## src/rtl/pit8253_pkg.sv

```systemverilog
// Shared definitions for the pit8253 bus initiator: counter modes,
// read/load encodings, FSM states and control-word packing.
package pit8253_pkg;

   localparam logic [2:0] M0 = 3'd0;
   localparam logic [2:0] M1 = 3'd1;
   localparam logic [2:0] M2 = 3'd2;
   localparam logic [2:0] M3 = 3'd3;
   localparam logic [2:0] M4 = 3'd4;
   localparam logic [2:0] M5 = 3'd5;

   localparam logic [1:0] RL_LATCH = 2'b00;
   localparam logic [1:0] RL_LSB   = 2'b01;
   localparam logic [1:0] RL_MSB   = 2'b10;
   localparam logic [1:0] RL_WORD  = 2'b11;

   typedef enum logic [2:0] {
      ST_IDLE,
      ST_CW,
      ST_WR_LO,
      ST_WR_HI,
      ST_RD_LO,
      ST_RD_HI,
      ST_DONE,
      ST_REJ
   } state_t;

   // 8253 control word layout: SC1 SC0 RL1 RL0 M2 M1 M0 BCD
   function automatic logic [7:0] cw_pack(input logic [1:0] ch, input logic [1:0] rl,
                                          input logic [2:0] mode, input logic bcd);
      return {ch, rl, mode, bcd};
   endfunction

endpackage

```

## src/rtl/pit8253_ce_gap.sv

```systemverilog
// Gap counter: turns the I/O clock enable into a bus_slot strobe, holding
// off GAP_CE enabled cycles after every bus cycle.
module pit8253_ce_gap #(
   parameter int unsigned GAP_CE = 0
) (
   input  logic i_clk,
   input  logic i_reset,
   input  logic i_ce,
   input  logic i_clr,
   input  logic i_fire,
   output logic o_bus_slot
);

   logic [3:0] r_gap;

   assign o_bus_slot = i_ce & (r_gap == '0);

   // Reload on each bus cycle, then count down on ce-qualified clocks only.
   always_ff @(posedge i_clk) begin
      if (i_reset || i_clr) begin
         r_gap <= '0;
      end else if (i_fire) begin
         r_gap <= 4'(GAP_CE);
      end else if (i_ce && (r_gap != '0)) begin
         r_gap <= r_gap - 4'd1;
      end
   end

endmodule

```

## src/rtl/pit8253_bus_master.sv

```systemverilog
// Bus initiator for the pit8253 CPU port: expands program / read-back
// commands into ordered control-word, count-write and count-read cycles.
module pit8253_bus_master
   import pit8253_pkg::*;
#(
   parameter int unsigned GAP_CE      = 0,
   parameter logic [1:0]  PIT_BASE_CW = 2'b11
) (
   input  logic        i_clk,
   input  logic        i_reset,
   input  logic        i_ce,
   input  logic        i_cmd_valid,
   output logic        o_cmd_ready,
   input  logic        i_cmd_op,
   input  logic [1:0]  i_cmd_ch,
   input  logic [1:0]  i_cmd_rl,
   input  logic [2:0]  i_cmd_mode,
   input  logic        i_cmd_bcd,
   input  logic [15:0] i_cmd_value,
   output logic        o_rsp_valid,
   output logic [15:0] o_rsp_data,
   output logic        o_rsp_err,
   output logic        o_busy,
   output logic [1:0]  o_pit_a,
   output logic        o_pit_wr,
   output logic        o_pit_rd,
   output logic [7:0]  o_pit_dout,
   input  logic [7:0]  i_pit_din
);

   state_t      r_state, w_next;
   logic        r_op, r_bcd;
   logic [1:0]  r_ch, r_rl;
   logic [2:0]  r_mode;
   logic [15:0] r_value, r_rsp_data;
   logic [7:0]  r_lo, r_pit_dout, w_dout;
   logic [1:0]  r_pit_a, w_a;
   logic        w_wr, w_rd, w_slot, w_raw_slot, w_accept, w_reject;

   assign w_accept = (r_state == ST_IDLE) & i_cmd_valid;
   assign w_reject = (i_cmd_ch == 2'd3) | (~i_cmd_op & (i_cmd_rl == RL_LATCH));
   // Strobes drop as soon as reset is seen so a reset cycle never issues a bus cycle.
   assign w_slot   = w_raw_slot & ~i_reset;

   pit8253_ce_gap #(.GAP_CE(GAP_CE)) u_gap (
      .i_clk      (i_clk),
      .i_reset    (i_reset),
      .i_ce       (i_ce),
      .i_clr      (w_accept),
      .i_fire     (w_wr | w_rd),
      .o_bus_slot (w_raw_slot)
   );

   // Next-state and bus-cycle decode; address/data hold unless a strobe fires.
   always_comb begin
      w_next = r_state;
      w_wr   = 1'b0;
      w_rd   = 1'b0;
      w_a    = r_pit_a;
      w_dout = r_pit_dout;
      case (r_state)
         ST_IDLE:  if (i_cmd_valid) w_next = w_reject ? ST_REJ : ST_CW;
         ST_CW: if (w_slot) begin
            w_wr   = 1'b1;
            w_a    = PIT_BASE_CW;
            w_dout = r_op ? cw_pack(r_ch, RL_LATCH, 3'd0, 1'b0)
                          : cw_pack(r_ch, r_rl, r_mode, r_bcd);
            w_next = r_op ? ST_RD_LO : ((r_rl == RL_MSB) ? ST_WR_HI : ST_WR_LO);
         end
         ST_WR_LO: if (w_slot) begin
            w_wr   = 1'b1;
            w_a    = r_ch;
            w_dout = r_value[7:0];
            w_next = (r_rl == RL_WORD) ? ST_WR_HI : ST_DONE;
         end
         ST_WR_HI: if (w_slot) begin
            w_wr   = 1'b1;
            w_a    = r_ch;
            w_dout = r_value[15:8];
            w_next = ST_DONE;
         end
         ST_RD_LO: if (w_slot) begin
            w_rd   = 1'b1;
            w_a    = r_ch;
            w_next = ST_RD_HI;
         end
         ST_RD_HI: if (w_slot) begin
            w_rd   = 1'b1;
            w_a    = r_ch;
            w_next = ST_DONE;
         end
         ST_DONE:  w_next = ST_IDLE;
         ST_REJ:   w_next = ST_IDLE;
         default:  w_next = ST_IDLE;
      endcase
   end

   // State, command latch, held bus address/data and read-back capture.
   always_ff @(posedge i_clk) begin
      if (i_reset) begin
         r_state    <= ST_IDLE;
         r_op       <= 1'b0;
         r_ch       <= '0;
         r_rl       <= '0;
         r_mode     <= '0;
         r_bcd      <= 1'b0;
         r_value    <= '0;
         r_lo       <= '0;
         r_rsp_data <= '0;
         r_pit_a    <= '0;
         r_pit_dout <= '0;
      end else begin
         r_state <= w_next;
         if (w_accept) begin
            r_op    <= i_cmd_op;
            r_ch    <= i_cmd_ch;
            r_rl    <= i_cmd_rl;
            r_mode  <= i_cmd_mode;
            r_bcd   <= i_cmd_bcd;
            r_value <= i_cmd_value;
         end
         if (w_wr | w_rd) begin
            r_pit_a    <= w_a;
            r_pit_dout <= w_dout;
         end
         // LSB is staged so the visible response only changes when the full count lands.
         if (w_rd && (r_state == ST_RD_LO)) r_lo <= i_pit_din;
         if (w_rd && (r_state == ST_RD_HI)) r_rsp_data <= {i_pit_din, r_lo};
      end
   end

   assign o_cmd_ready = (r_state == ST_IDLE);
   assign o_busy      = ~o_cmd_ready;
   assign o_rsp_valid = (r_state == ST_REJ) | ((r_state == ST_DONE) & r_op);
   assign o_rsp_err   = (r_state == ST_REJ);
   assign o_rsp_data  = (r_state == ST_REJ) ? '0 : r_rsp_data;
   assign o_pit_a     = w_a;
   assign o_pit_dout  = w_dout;
   assign o_pit_wr    = w_wr;
   assign o_pit_rd    = w_rd;

endmodule

```

## config.mk

```make
export PLATFORM = sky130hd
export DESIGN_NAME = pit8253_bus_master
export DESIGN_NICKNAME = d
export VERILOG_FILES = /design/src/rtl/pit8253_pkg.sv /design/src/rtl/pit8253_ce_gap.sv /design/src/rtl/pit8253_bus_master.sv
export SDC_FILE = /design/constraint.sdc
export NUM_CORES = 1
export LEC_CHECK = 0
export ABC_AREA = 1
export BUFFER_PORTS_ARGS = -buffer_cell sky130_fd_sc_hd__buf_2
export CORE_UTILIZATION = 30
export CTS_CLUSTER_SIZE = 40
export DETAILED_ROUTE_END_ITERATION = 8
export GPL_TIMING_DRIVEN = 0
export SYNTH_ARGS = -nofsm -noshare
export SYNTH_HDL_FRONTEND = slang
export SYNTH_SLANG_ARGS = --single-unit
```

## constraint.sdc

```tcl
create_clock -name i_clk -period 1.9 [get_ports i_clk]
set_input_delay 0.285 -clock i_clk [delete_from_list [all_inputs] [get_ports i_clk]]
set_output_delay 0.285 -clock i_clk [all_outputs]
set_load 0.02 [all_outputs]
```

Yosys cells after proc, flatten, opt, wreduce, memory -nomap -nowiden
Index checks and enable logic that the tools add are counted.

Flip-flop bits (word level): 66. Output and inout bits: 32.

$add $sub $neg: 1. Equality and inequality tests: 15. Multiplexer cells: 22. Bitwise logic cells: 11. Reductions and logical operators: 15.

Operator list (number): 3-bit two-way mux (8); 8-bit two-way mux (3); 8-bit one-hot mux with 3 select lines (1); 3-bit one-hot mux with 6 select lines (1); 16-bit two-way mux (1); 3-bit == test (second input constant) (4); 2-bit inequality test (second input constant) (4); 2-bit OR reduction (4); 2-bit == test (second input constant) (3); 3-bit by 2-bit == test with 1-bit output (second input constant) (2); 6-bit two-way mux (1); 1-bit bitwise AND (5); 5-bit AND reduction (1); 4-bit logical NOT (1); 1-bit two-way mux (4); 2-bit two-way mux (2); 2-bit one-hot mux with 2 select lines (1); 4-bit nonzero test (1); 4-bit OR reduction (1); 4-bit by 1-bit subtractor with 4-bit output (second input constant) (1); 3-bit by 1-bit == test with 1-bit output (second input constant) (1); 1-bit logical AND (3); 3-bit logical NOT (1); 1-bit inverter (3); other kinds (5) (7).

Longest topological paths before layout
Depth in word-level cells: 7. Gate-level depth with buffers: 12. Mapped depth without buffers: 12.

Hierarchy
A second synthesis with hierarchy kept.

Cells, all modules: 516. Area, all modules: 3328.2 µm².

By module, submodules not included: pit8253_bus_master (instances 1, cells each 480, area an instance 3090.5 µm²); pit8253_ce_gap (instances 1, cells each 36, area an instance 237.7 µm²).

Least setup slack after synthesis
No wires, ideal clock.

Path type: reg-to-output. From: register u_gap.r_gap[0]. To: output port o_pit_dout[6]. Data arrival time: 1.653 ns. Data required time: 1.615 ns. Slack: -0.038 ns. Stages on the path, launching flop included: 10. Path buffers: 2. Cells stage by stage: dfxtp_1 inv_1 ha_1 nand4_1 buf_6 buf_6 nor2_1 nor2_1 nor2_1 a21boi_0.

Cells in the longest elaborated chain, start to end: 5. Elaborated cells on any way between the ends: 7. Those cells by class: 4 x mux; 2 x bitwise; 1 x reduce/logical.

Ends and longest elaborated chain: start: declaration (RTL line pit8253_ce_gap.sv:14) `logic [3:0] r_gap;`; start signal: assignment (RTL line pit8253_ce_gap.sv:23) `r_gap <= 4'(GAP_CE);`; start signal: assignment (RTL line pit8253_ce_gap.sv:25) `r_gap <= r_gap - 4'd1;`; 4-bit logical NOT (*) (RTL line pit8253_ce_gap.sv:16) `assign o_bus_slot = i_ce & (r_gap == '0);`; 1-bit bitwise AND (*) (RTL line pit8253_ce_gap.sv:16); 1-bit bitwise AND (*) (RTL line pit8253_bus_master.sv:43) `assign w_slot = w_raw_slot & ~i_reset;`; 8-bit two-way mux, on equally long branches (RTL line pit8253_bus_master.sv:76, pit8253_bus_master.sv:63, pit8253_bus_master.sv:70); 8-bit one-hot mux with 3 select lines (*) (RTL line pit8253_bus_master.sv:61) `case (r_state)`; end: declaration (RTL line pit8253_bus_master.sv:27) `output logic [7:0] o_pit_dout,`.

Every way passes the cells marked *; elsewhere a longest branch is shown, timed or not.

Final worst setup path
From: register u_gap.r_gap[0]. To: output port o_pit_dout[7].

Same word-level chain as after synthesis.

==> summary.txt <==
Place
  – I/O Buffers: 67
  – Placed instance area: 0.00374 mm^2
  – DP HPWL: 6.80 mm
  – Final Wtd Congestion: 0.849
  – Pre-CTS setup slack: -0.133 ns

Yosys
  – Count leader, synth: nand2_1
  – Yosys top cell area share: 40.8%
  – Post-synthesis compound-gate area fraction: between 10% and 20%
  – Synth area leaders: dfxtp_1, nand2_1, inv_1
  – Async SR Flop Fraction: 0%
  – Post-synthesis cell area: 0.00324 mm^2
  – Most common library cells after synthesis: nand2_1, dfxtp_1, inv_1
  – EDFF count, synth: 0
  – Avg Cell Area, Syn: approximately 7.0 um^2
  – Post-Synth Adder-Cell Area: 1.93%
  – Largest family of logic cells by synthesized area: simple AND/OR/NAND/NOR gates
  – Most common flop cell mapped by yosys: dfxtp_1
  – Yosys reg bits: 66
  – Library cells used by synthesis: 36
  – Cells after Synth: 465
  – Sequential-to-total area share from yosys stat: 40.8%
  – Syn nets: 507
  – Post-synthesis xor/xnor area fraction: 0.541%
  – Mux share of post-synthesis cell area: 0%
  – Synth warnings: 0
  – Synth area leader: dfxtp_1
  – Post-Synth Simple-Gate Area: 25.4%

Setup path
  – Crit Path Category: reg -> out
  – Worst Setup SP: u_gap.r_gap[0]$_SDFFE_PP0P_
  – Critical path required time: around 1.6 ns
  – CP startpoint kind: flip-flop
  – Crit. End Element: primary output
  – Crit path max fanout: 7
  – Worst EP arrival: 1.86 ns
  – Reg-to-reg startpoint: u_gap.r_gap[0]$_SDFFE_PP0P_

STA
  – Crit share post-route: 113%
  – Slew HR: 63.7%
  – Worst setup margin: -0.246 ns
  – Max Freq: 466 MHz
  – Final hold violation count: 0
  – Slew @ Worst Pin: 0.545 ns
  – Post-route minimum period: 2.15 ns
  – RSZ-0062 raised after global routing: true
  – Setup TNS: -2.40 ns
  – Max Clock Skew: approximately 0.013 ns
  – Slew Limit Fails: 0
  – Final setup violation count: 13

Clock network
  – CTS tree: yes
  – Clock Path Buffers: 2
  – Skew-Pair Late Insertion Delay: 0.34 ns
  – H-tree depth: 3
  – Hold_buf cts: 0
  – TritonCTS Sinks: 66
  – CTS buffer count: 9
  – Clk slew on worst S/H paths: approximately 0.07 ns
  – Root buf cell: clkbuf_8

Global route
  – First-pass GRT wire length: 15.1 mm
  – Antenna violations before repair: 0
  – Vias in the first global route: 3087
  – Grt ovf: 0
  – Largest net degree at the start of global routing: 13
  – GR Util All Layers: between 10% and 20%

Power and ir drop
  – Peak VDD IR: 0.507 mV
  – LEAKAGE: 2.16 nW
  – Total chip power: approximately 6.0 mW
  – P per Cell Area: 1350 mW/mm^2

Finish
  – Area grow syn2layout: 38.1%
  – Finished Cell Area: 0.00447 mm^2
  – Reg area: around 0.0013 mm^2
  – # fillers: 1085
  – Layout cell share with drive strength beyond 1: between 30% and 40%
  – Multi-input gate area: 0.00172 mm^2
  – Diode count: 0
  – Final #Nets: 608

Worst hold path
  – Hold_sp: i_pit_din[6]
  – Hold Crit Class: in -> reg

Floorplan
  – Overall die height: 106 um
  – Die Area: 0.0112 mm^2
  – Initial core utilization: 31.2%
  – Die Wd: about 110 um
  – Top Ports: 69
  – Rows: 37
  – Core Box Area: just over 0.01 mm^2

Status
  – Status: finished with violations
  – Failing checks: setup timing

Job
  – Maxcap violations: 0

Drt
  – Total Wirelength: 9.63 mm
  – ANT nets after route: 0
  – Vias/cell: 4.74
  – Drt first pass iters: 5
  – Residual DRC: 0
  – Via count: 3348
  – Initial DRC count: 143
  – Wire per inst: about 14 um
==> cell families (layout without fill, tap and decap cells) <==
family	count (synthesis)	count (layout)
AOI/OAI and AO/OA	115	115
and+or+nand+nor	187	187
DFF	66	66
buffers and inverters	90	196
xor gates and xnor gates	2	2
adders and majority gates	5	5
==> final timing paths <==
path                                     end  slack [ns]  cells after the start
hold reg to reg     r_value[10]$_SDFFE_PP0P_        0.45                      2
hold / removal          r_lo[6]$_SDFFE_PP0P_        0.17                      3
setup reg to reg  r_pit_dout[6]$_SDFFE_PP0P_       -0.19                     17
setup / recovery               o_pit_dout[7]       -0.25                     10
==> registers in the layout, summed over array words and instances (netlist names), 2 cells and up <==
signal / count
r_ch: 2
r_lo: 8
r_mode: 3
r_pit_a: 2
r_pit_dout: 8
r_rl: 2
r_rsp_data: 16
r_state: 3
r_value: 16
u_gap.r_gap: 4
==> critical path, stage by stage (launching register included) <==
cell	delay, ns
dfxtp_2	0.33
inv_2	0.08
ha_4	0.15
nand4_1	0.13
buf_6	0.19
buf_12	0.14
nor2_4	0.11
nor2_1	0.05
nor2_1	0.12
a21boi_1	0.08
buf_4	0.16
==> placed cells by master, fill, tap and decap left out, drive strengths merged, types with 3 or more instances in the layout <==
| cell type | n |
|---|---|
| inv | 70 |
| dfxtp | 66 |
| o22ai | 5 |
| o21ai | 48 |
| buf | 102 |
| nand2 | 110 |
| clkinvlp | 3 |
| clkbuf | 18 |
| ha | 5 |
| nor3 | 6 |
| a21oi | 49 |
| or2 | 5 |
| o31ai | 8 |
| nand3 | 21 |
| a21boi | 3 |
| nor2 | 42 |
==> metrics by stage <==
step / hold slack [ns] / cells / util [%]
2_1_floorplan: 0.388 / 465 / -
3_3_place_gp: 0.431 / 668 / 36.1
3_5_place_dp: 0.443 / 668 / 36.1
4_1_cts: 0.155 / 701 / 40.9
5_1_grt: 0.158 / 707 / 43.1
6_report: 0.168 / 707 / 43.1
==> power by group <==
group	total (mW)	switching (mW)	internal, mW
Clock	1.30	0.557	0.741
Combinational	2.90	1.73	1.18
Sequential	1.81	0.168	1.64
Total	6.01	2.45	3.56
==> metal layers <==
| layer | vias to the layer above | GRT usage (%) | routed length, um |
|---|---|---|---|
| li1 | 1685 | - | - |
| met1 | 1546 | 22.6 | 4410 |
| met2 | 97 | 28.2 | 4500 |
| met3 | 20 | 2.72 | 512 |
| met4 | 0 | 8.13 | 221 |
| met5 | - | 0 | 0 |
==> layout make-up <==
type / instances / share of cell area [%]
Multi-Input combinational cell: 309 / 38.5
Sequential cell: 66 / 29.9
Timing Repair Buffer: 91 / 13.9
Inverter: 70 / 6.16
Tap cell: 136 / 3.81
Clock buffer: 10 / 2.86
Buffer: 19 / 2.86
Clock inverter: 6 / 2.04
==> timing repair <==
action	CTS	global route
gates cloned	0	1
setup buffers	17	6
endpoints found under the setup margin	28	30
gates resized for setup	47	41
pin swaps	8	13
No activity file was read; power rests on OpenSTA's default activity.
